===== config.mk =====
export PLATFORM = sky130hd
export DESIGN_NAME = instr_format_queue
export DESIGN_NICKNAME = d
export VERILOG_FILES = /design/src/rtl/instr_format_queue.sv
export SDC_FILE = /design/constraint.sdc
export NUM_CORES = 1
export LEC_CHECK = 0
export CAP_MARGIN = 10
export CELL_PAD_IN_SITES_DETAIL_PLACEMENT = 0
export CELL_PAD_IN_SITES_GLOBAL_PLACEMENT = 1
export CORE_MARGIN = 5
export CORE_UTILIZATION = 42
export CTS_CLUSTER_DIAMETER = 80
export CTS_CLUSTER_SIZE = 12
export DETAILED_ROUTE_END_ITERATION = 8
export HOLD_SLACK_MARGIN = 0.1
export MAX_ROUTING_LAYER = met4
export PLACE_DENSITY = 0.78
export SKIP_LAST_GASP = 1
export SLEW_MARGIN = 25
export SYNTH_ARGS = -nofsm -noshare
export SYNTH_HDL_FRONTEND = slang
export SYNTH_SLANG_ARGS = --single-unit

===== constraint.sdc =====
create_clock -name clk -period 2.4 [get_ports clk]
set_input_delay 0.48 -clock clk [delete_from_list [all_inputs] [get_ports clk]]
set_output_delay 0.48 -clock clk [all_outputs]
set_load 0.02 [all_outputs]

===== src/rtl/instr_format_queue.sv =====
// instr_format_queue
//   Instruction buffer between fetch and decode. Each instruction is classified
//   on entry (2-bit format type, illegal flag) and stored alongside it. Entries
//   leave in order over a valid/ready handshake. Once a HALT (opcode 00000) is
//   accepted, intake stays frozen until flush or reset.
//
//   Optional feature: define FMT_STATS_EN to add per-type saturating counters
//   of accepted instructions on stat_cnt (type t at [t*CNT_W +: CNT_W]).
//
// Ports
//   clk, rst_n            clock, async active-low reset
//   flush                 sync discard of entries and halt lock
//   in_valid/in_ready     fetch handshake, in_instr payload
//   out_valid/out_ready   decode handshake, out_instr/out_type/out_illegal payload
//   count                 occupied entries
//   halt_lock             HALT accepted, intake frozen
//   stat_cnt              per-type accepted counts (FMT_STATS_EN only)
module instr_format_queue #(
  parameter int INSTR_W = 16,
  parameter int DEPTH   = 4,
  parameter int CNT_W   = 16
) (
  input  logic                     clk,
  input  logic                     rst_n,
  input  logic                     flush,
  input  logic                     in_valid,
  output logic                     in_ready,
  input  logic [INSTR_W-1:0]       in_instr,
  output logic                     out_valid,
  input  logic                     out_ready,
  output logic [INSTR_W-1:0]       out_instr,
  output logic [1:0]               out_type,
  output logic                     out_illegal,
  output logic [$clog2(DEPTH):0]   count,
  output logic                     halt_lock
`ifdef FMT_STATS_EN
  ,
  output logic [4*CNT_W-1:0]       stat_cnt
`endif
);

  localparam int PTR_W = $clog2(DEPTH);
  localparam int CW    = PTR_W + 1;

  logic [DEPTH-1:0][INSTR_W-1:0] mem_instr_q;
  logic [DEPTH-1:0][1:0]         mem_type_q;
  logic [DEPTH-1:0]              mem_ill_q;
  logic [PTR_W-1:0]              wr_ptr_q, wr_ptr_d, rd_ptr_q, rd_ptr_d;
  logic [CW-1:0]                 count_q, count_d;
  logic                          halt_q, halt_d;

  logic [4:0] opc;
  logic [1:0] in_type;
  logic       in_ill;
  logic       push, pop;

  // Format decode; every 5-bit opcode maps to exactly one type.
  always_comb begin
    opc     = in_instr[INSTR_W-1 -: 5];
    in_type = 2'd0;
    in_ill  = 1'b0;
    case (opc) inside
      5'b00010, 5'b00011:                          in_ill  = 1'b1;
      [5'b01000:5'b01011], [5'b10100:5'b10111],
      5'b10000, 5'b10001, 5'b10011:                in_type = 2'd1;
      5'b11000, 5'b10010, 5'b00101, 5'b00111,
      [5'b01100:5'b01111]:                         in_type = 2'd2;
      [5'b11001:5'b11111]:                         in_type = 2'd3;
      default:                                     in_type = 2'd0;
    endcase
  end

  // flush gates in_ready, so a push can never coincide with a flush.
  assign in_ready  = (count_q < CW'(DEPTH)) && !halt_q && !flush;
  assign out_valid = (count_q != '0);
  assign push      = in_valid && in_ready;
  assign pop       = out_valid && out_ready;

  always_comb begin
    wr_ptr_d = wr_ptr_q;
    rd_ptr_d = rd_ptr_q;
    count_d  = count_q;
    halt_d   = halt_q;
    if (flush) begin
      wr_ptr_d = '0;
      rd_ptr_d = '0;
      count_d  = '0;
      halt_d   = 1'b0;
    end else begin
      if (push) wr_ptr_d = wr_ptr_q + PTR_W'(1);
      if (pop)  rd_ptr_d = rd_ptr_q + PTR_W'(1);
      count_d = count_q + CW'(push) - CW'(pop);
      if (push && opc == 5'b00000) halt_d = 1'b1;
    end
  end

  always_ff @(posedge clk or negedge rst_n) begin
    if (!rst_n) begin
      mem_instr_q <= '0;
      mem_type_q  <= '0;
      mem_ill_q   <= '0;
      wr_ptr_q    <= '0;
      rd_ptr_q    <= '0;
      count_q     <= '0;
      halt_q      <= 1'b0;
    end else begin
      if (push) begin
        mem_instr_q[wr_ptr_q] <= in_instr;
        mem_type_q[wr_ptr_q]  <= in_type;
        mem_ill_q[wr_ptr_q]   <= in_ill;
      end
      wr_ptr_q <= wr_ptr_d;
      rd_ptr_q <= rd_ptr_d;
      count_q  <= count_d;
      halt_q   <= halt_d;
    end
  end

  // Stale storage after flush is hidden by out_valid, not cleared.
  assign out_instr   = mem_instr_q[rd_ptr_q];
  assign out_type    = mem_type_q[rd_ptr_q];
  assign out_illegal = mem_ill_q[rd_ptr_q];
  assign count       = count_q;
  assign halt_lock   = halt_q;

`ifdef FMT_STATS_EN
  logic [3:0][CNT_W-1:0] stat_q;

  // Survives flush; only reset clears it.
  always_ff @(posedge clk or negedge rst_n) begin
    if (!rst_n) begin
      stat_q <= '0;
    end else if (push && stat_q[in_type] != '1) begin
      stat_q[in_type] <= stat_q[in_type] + CNT_W'(1);
    end
  end

  assign stat_cnt = stat_q;
`endif

endmodule


==> results of run 1 <==
how the worst min path moves through the flow:
stage | from | endpoint | depth (start not counted)
after floorplan | rst_n | count[0]$_DFF_PN0_ | 0
after global placement | rst_n | mem_instr_q[2]$_DFFE_PN0P_ | 1
after detailed placement | rst_n | mem_instr_q[18]$_DFFE_PN0P_ | 1
after CTS | mem_type_q[7]$_DFFE_PN0P_ | mem_type_q[7]$_DFFE_PN0P_ | 1
after global routing | mem_instr_q[51]$_DFFE_PN0P_ | mem_instr_q[51]$_DFFE_PN0P_ | 1
final | mem_instr_q[40]$_DFFE_PN0P_ | mem_instr_q[40]$_DFFE_PN0P_ | 1
power groups by stage:
stage | logic, uW | clock network (uW) | registers [uW]
2_1_floorplan | 1640 | 0 | 2250
3_3_place_gp | 2510 | 0 | 2300
3_5_place_dp | 2560 | 0 | 2330
4_1_cts | 2370 | 1210 | 2300
5_1_grt | 2590 | 1270 | 2380
6_report | 2360 | 1160 | 2310
synthesized netlist by cell type (2+ instances only):
cell,instances,area share
o21ai_0,13,0.017
dfrtp_1,84,0.54
ha_1,6,0.019
clkbuf_1,4,0.0039
xor2_1,2,0.0045
nand2_2,3,0.0049
buf_6,3,0.0087
nor3_1,3,0.0039
nor2_1,8,0.0078
o31ai_1,5,0.0097
mux2_2,68,0.20
mux4_2,19,0.11
buf_2,4,0.0052
inv_1,11,0.011
sequential cells by signal, indices dropped and copies added, names as in the netlist:
name	flops
count	3
halt_lock	1
mem_ill_q	4
mem_instr_q	64
mem_type_q	8
rd_ptr_q	2
wr_ptr_q	2
per-stage QoR:
step	hold slack (ns)	cells
final	0.505	440
after global routing	0.517	440
after CTS	0.509	439
after detailed placement	0.427	422
after global placement	0.430	422
after floorplan	0.184	256
repair_timing:
action,CTS,global route
hold buffers,1,0
resized for setup,21,4
pin swaps,0,0
gates cloned,0,1
endpoints found under the setup margin,21,15
endpoints found under the hold margin,26,0
logic make-up (layout without fill, tap and decap cells):
logic type,after synthesis,count (layout),synth area share
compound gates,25,25,0.0405
xor+xnor,3,3,0.00680
fa+ha+maj,7,7,0.0246
buf+inv,24,97,0.0340
flops,84,84,0.544
mux,87,87,0.309
simple gates,26,26,0.0411
critical path, delay by kind of cell (launching register included):
kind / cells / cell delay, ns
buffers and inverters: 2 / 0.55
multiplexers: 1 / 0.51
flip-flops: 1 / 0.46
area by class of cell:
class	count	area (um^2)	share of cell area
clock buffers	11	131	0.0272
flip-flops and latches	84	2100	0.435
clock inverters	5	100	0.0207
inverters	11	41.3	0.00855
well taps	111	139	0.0287
multi-input cells	148	1650	0.341
repair buffers	70	671	0.139
layer usage:
metal  vias up  wire (um)
met3         5        386
li1       1081          -
met5         -          0
met4         0         52
met1      1166       3480
met2        53       3880
==> flow_summary_export.csv, run 1 <==
group,metric,value,unit
outcome,status,"complete, no violations",
pwr,p_leak,0.00216,uW
sta,rsz0062_at_grt,"true",
clock_network,h-tree-depth,3,
synth,ys_types,37,
detailed_routing,ant_nets,0,
synth,avgSynthCellArea,15.1,um^2
worst_setup_path,ff2ff_setup_slack,0.28,ns
pwr,finalPower,5840,uW
layout,fillCellCount,780,
placement,place_area,4590,um^2
sta,finClkSkew,0.00836,ns
detailed_routing,dr.pass1.iters,4,
die,core_area,9110,um^2
worst_setup_path,critPathRequiredTime,1.92,ns
pwr,swShare,0.313,
global_route,met2_usage,0.245,
synth,synth_edf_count,0,
synth,yosysWarningCount,0,
placement,pre_cts_slack,-0.224,ns
global_route,grt_pass1_wl,12.9,mm
layout,final_cell_mix,"dfrtp_1, mux2_2, clkdlybuf4s50_1",
layout,finalNetCount,352,
global_route,grt_busiest_layer,"met2",
worst_setup_path,critical_path_class,"flop to primary output",
layout,stdcell_area,4830,um^2
synth,synth_nets,284,
detailed_routing,drc,0,
clock_network,path_clk_slew,0.08,ns
layout,final_common_cell,"dfrtp_1",
layout,area_delta_synth_final,25.0,%
pwr,p_comb_frac,0.405,
sta,worstMarginPinSlew,0.414,ns
synth,synth_cells,256,
placement,globalplace.congestion,0.733,
synth,async_reset_ff_frac,1.00,
worst_setup_path,critPathLaunchType,"flop",
detailed_routing,wl,7.80,mm
worst_setup_path,crit_start,"rd_ptr_q[0]$_DFFE_PN0P_",
global_route,grt.met3_usage,0.0461,
worst_setup_path,path_cells,"clkbuf_16 -> mux4_2 -> dlygate4sd2_1",
sta,fin_ws,0.0529,ns
clock_network,ctsLongestPathBuffers,2,
worst_setup_path,r2r-end,"count[2]$_DFF_PN0_",
detailed_routing,drt_iter0_drc,89,
pwr,ir_drop,0.000564,V
die,die_height,106,um
global_route,grt_max_degree,59,
global_route,grt_antenna_before_repair,0,
detailed_routing,wl_per_cell,17.7,um
placement,hpwl,5.14,mm
sta,finalHoldViolCount,0,
die,start_util,0.424,
clock_network,numCtsBuffers,9,
synth,synth_seq_cells,84,
die,io_pins,46,
detailed_routing,vias,2305,
worst_setup_path,cp.arrival,1.87,ns
job,max-cap-violations,0,
worst_hold_path,hold_path_class,"flop to flop",
worst_setup_path,crit_path_max_fanout,9,
die,die_area,11200,um^2
worst_setup_path,worst-r2r-cell-count,9,
global_route,gr-total-overflow,0,
clock_network,cts_tree,"built",
global_route,grt_pass1_vias,2554,
worst_setup_path,slowest_stage,"mux4_2",
die,row_count,35,
pwr,seq_power_share,0.396,
layout,drive_above_1_share,0.413,
sta,report.final.setup_viol,0,
synth,synth_ff_type,"dfrtp_1",
worst_setup_path,cpPeakStageDelay,0.51,ns
placement,portBuffers,45,
clock_network,clock-root-buffer,"clkbuf_8",
detailed_routing,viasPerCell,5.24,
layout,n_antenna_cell,0,
global_route,grt.met1_usage,0.194,
global_route,grt.total_usage,0.152,
sta,period_needed,2.35,ns
sta,fin_crit_sh,0.978,
worst_setup_path,crit_end,"out_instr[11]",
sta,setup_tns,0,ns
pwr,p_int,4010,uW
pwr,clkPwrFrac,0.199,
clock_network,cts.sinks,84,
sta,drv_slew,0,
layout,post-route-util,0.530,
sta,max-slew-margin-rel,0.720,
pwr,p_per_area,1210,nW/um^2
worst_setup_path,end_kind,"primary output",
synth,ys_seq_area_frac,0.544,
clock_network,clk_latency,0.34,ns
clock_network,cts_setup_buffers,0,
sta,fmax,0.426,GHz
die,dieWidth,106,um
worst_setup_path,regToRegStartpoint,"count[2]$_DFF_PN0_",
pwr,switchingPower,1830,uW
synth,syn-cell-area,3860,um^2
Note: power is estimated with default switching activity, not from simulation.
==> run 2: changes to the inputs <==
--- a/config.mk
+++ b/config.mk
@@ -9,13 +9,13 @@
 export CELL_PAD_IN_SITES_DETAIL_PLACEMENT = 0
 export CELL_PAD_IN_SITES_GLOBAL_PLACEMENT = 1
 export CORE_MARGIN = 5
-export CORE_UTILIZATION = 42
+export CORE_UTILIZATION = 46
 export CTS_CLUSTER_DIAMETER = 80
 export CTS_CLUSTER_SIZE = 12
 export DETAILED_ROUTE_END_ITERATION = 8
+export GPL_ROUTABILITY_DRIVEN = 1
 export HOLD_SLACK_MARGIN = 0.1
-export MAX_ROUTING_LAYER = met4
-export PLACE_DENSITY = 0.78
+export PLACE_DENSITY = 0.81
 export SKIP_LAST_GASP = 1
 export SLEW_MARGIN = 25
 export SYNTH_ARGS = -nofsm -noshare
==> constraint.sdc (replaced) <==
create_clock -name clk -period 2.6 [get_ports clk]
set_input_delay 0.52 -clock clk [delete_from_list [all_inputs] [get_ports clk]]
set_output_delay 0.52 -clock clk [all_outputs]
set_load 0.02 [all_outputs]
==> flow_summary_export.csv, run 2 (synthesis gave the netlist of run 1 again) <==
group,metric,value,unit
clock_network,cts_tree,"built",
worst_hold_path,hold_path_class,"flop to flop",
layout,area_delta_synth_final,24.2,%
sta,fin_crit_sh,0.974,
sta,fmax,0.395,GHz
die,die_height,102,um
worst_setup_path,end_kind,"primary output",
worst_setup_path,crit_path_max_fanout,6,
detailed_routing,route.met2.wl,3.64,mm
placement,globalplace.congestion,0.764,
clock_network,numCtsBuffers,9,
sta,timing.hold.ws,0.506,ns
sta,drv_slew,0,
detailed_routing,drc,0,
worst_hold_path,whs_path_depth,1,
detailed_routing,wl_per_cell,17.9,um
die,io_pins,46,
worst_hold_path,hold_end,"mem_instr_q[55]$_DFFE_PN0P_",
worst_hold_path,hold_start,"mem_instr_q[55]$_DFFE_PN0P_",
detailed_routing,dr.pass1.iters,4,
die,row_count,33,
die,dieWidth,102,um
pwr,p_leak,0.00226,uW
clock_network,cts.sinks,84,
sta,finalHoldViolCount,0,
clock_network,cts_setup_buffers,0,
layout,drive_above_1_share,0.395,
layout,stdcell_area,4800,um^2
sta,rsz0062_at_grt,"false",
sta,setup_tns,0,ns
clock_network,path_clk_slew,0.08,ns
layout,finalNetCount,342,
sta,period_needed,2.53,ns
layout,final_cell_mix,"dfrtp_1, mux2_2, clkdlybuf4s50_1",
sta,report.final.setup_viol,0,
outcome,status,"complete, no violations",
layout,fillCellCount,675,
pwr,clkPwrFrac,0.197,
placement,hpwl,5.02,mm
layout,final_common_cell,"dfrtp_1",
layout,largestRegisters,"mem_instr_q x64, mem_type_q x8, mem_ill_q x4",
detailed_routing,drt_iter0_drc,83,
clock_network,clock-root-buffer,"clkbuf_8",
detailed_routing,met1_length,3.53,mm
pwr,seq_power_share,0.394,
layout,largest-register,"mem_instr_q",
layout,regArea,2100,um^2
placement,portBuffers,45,
global_route,grt_pass1_wl,12.3,mm
sta,worstMarginPinSlew,0.691,ns
global_route,gr-total-overflow,0,
sta,finClkSkew,0.00537,ns
detailed_routing,dr_wl_met3,316,um
worst_setup_path,cp.arrival,2.01,ns
clock_network,clk_latency,0.35,ns
worst_setup_path,critical_path_class,"flop to primary output",
detailed_routing,wl,7.60,mm
pwr,p_int,3720,uW
die,core_area,8220,um^2
global_route,grt_antenna_before_repair,0,
worst_setup_path,regToRegStartpoint,"count[2]$_DFF_PN0_",
detailed_routing,ant_nets,0,
pwr,switchingPower,1710,uW
placement,place_area,4510,um^2
worst_setup_path,worst-r2r-cell-count,9,
global_route,grt_max_degree,58,
clock_network,ctsLongestPathBuffers,2,
worst_setup_path,r2r-end,"count[2]$_DFF_PN0_",
sta,fin_ws,0.0664,ns
die,die_area,10300,um^2
worst_setup_path,critPathRequiredTime,2.08,ns
detailed_routing,viasPerCell,5.42,
pwr,p_per_area,1130,nW/um^2
worst_setup_path,ff2ff_setup_slack,0.37,ns
worst_setup_path,critPathLaunchType,"flop",
layout,n_antenna_cell,0,
global_route,grt.total_usage,0.158,
detailed_routing,routed.top_layer,"met4",
sta,max-slew-margin-rel,0.533,
global_route,grt_pass1_vias,2436,
pwr,swShare,0.315,
die,start_util,0.470,
layout,largest_reg_flops,64,
placement,pre_cts_slack,-0.0916,ns
detailed_routing,vias,2298,
job,max-cap-violations,0,
pwr,ir_drop,0.000653,V
clock_network,h-tree-depth,3,
layout,multiInputGateArea,1640,um^2
pwr,p_comb_frac,0.409,
-- run 2: cell types whose count changed in the layout (fill, tap and decap cells not counted), moves of 2 or more --
cell             delta
clkdlybuf4s50_1     +2
dlymetal6s2s_1     +18
clkbuf_1            -2
buf_4               -9
clkdlybuf4s15_1     -3
clkinv_2            -2
clkbuf_8            +2
clkinvlp_4          +2
dlygate4sd2_1      -17
-- run 2: stage by stage --
step | utilization | cells | total power (uW)
4_1_cts | 0.578 | 424 | 5540
3_5_place_dp | 0.549 | 407 | 4480
5_1_grt | 0.584 | 424 | 5740
2_1_floorplan | - | 256 | 3580
3_3_place_gp | 0.549 | 407 | 4410
6_report | 0.584 | 424 | 5420
-- run 2: timing repair --
action	CTS	global route
endpoints found under the setup margin	1	18
hold endpoints to repair	27	0
gates resized for setup	1	18
gates cloned	0	0
hold buffers	1	0
-- run 2: area by class of cell --
type / count / share of cell area
clock buffers: 11 / 0.0316
multi-input cells: 148 / 0.342
well taps: 105 / 0.0274
inverters: 11 / 0.00861
repair buffers: 60 / 0.134
clock inverters: 5 / 0.0175
flip-flops and latches: 84 / 0.438
-- run 2: power groups by stage --
stage	logic, uW	clock network (uW)	registers (uW)
4_1_cts	2310	1090	2140
6_report	2220	1070	2140
2_1_floorplan	1510	0	2070
3_3_place_gp	2280	0	2130
3_5_place_dp	2310	0	2170
5_1_grt	2400	1140	2200
-- run 2: worst max path at each step --
stage                                       start            endpoint  slack, ns  depth (start not counted)
after floorplan                             flush  count[2]$_DFF_PN0_       0.03                         11
after global placement                      flush  count[2]$_DFF_PN0_      -0.06                         11
after detailed placement                    flush  count[2]$_DFF_PN0_      -0.09                         11
after CTS                 rd_ptr_q[0]$_DFFE_PN0P_         out_type[0]      0.002                          3
after global routing      rd_ptr_q[0]$_DFFE_PN0P_        out_instr[6]      0.003                          3
final                     rd_ptr_q[0]$_DFFE_PN0P_        out_instr[6]       0.07                          3
-- run 2: worst max-delay path: stages, from the launching register on --
cell and delay (ns):
dfrtp_1 0.40, buf_4 0.20, mux4_2 0.51, clkdlybuf4s50_1 0.55
-- run 2: layer usage --
metal / vias to the layer above / track usage
li1: 1058 / -
met4: 0 / 0.0583
met5: - / 0
met1: 1186 / 0.211
met2: 43 / 0.255
met3: 11 / 0.0351
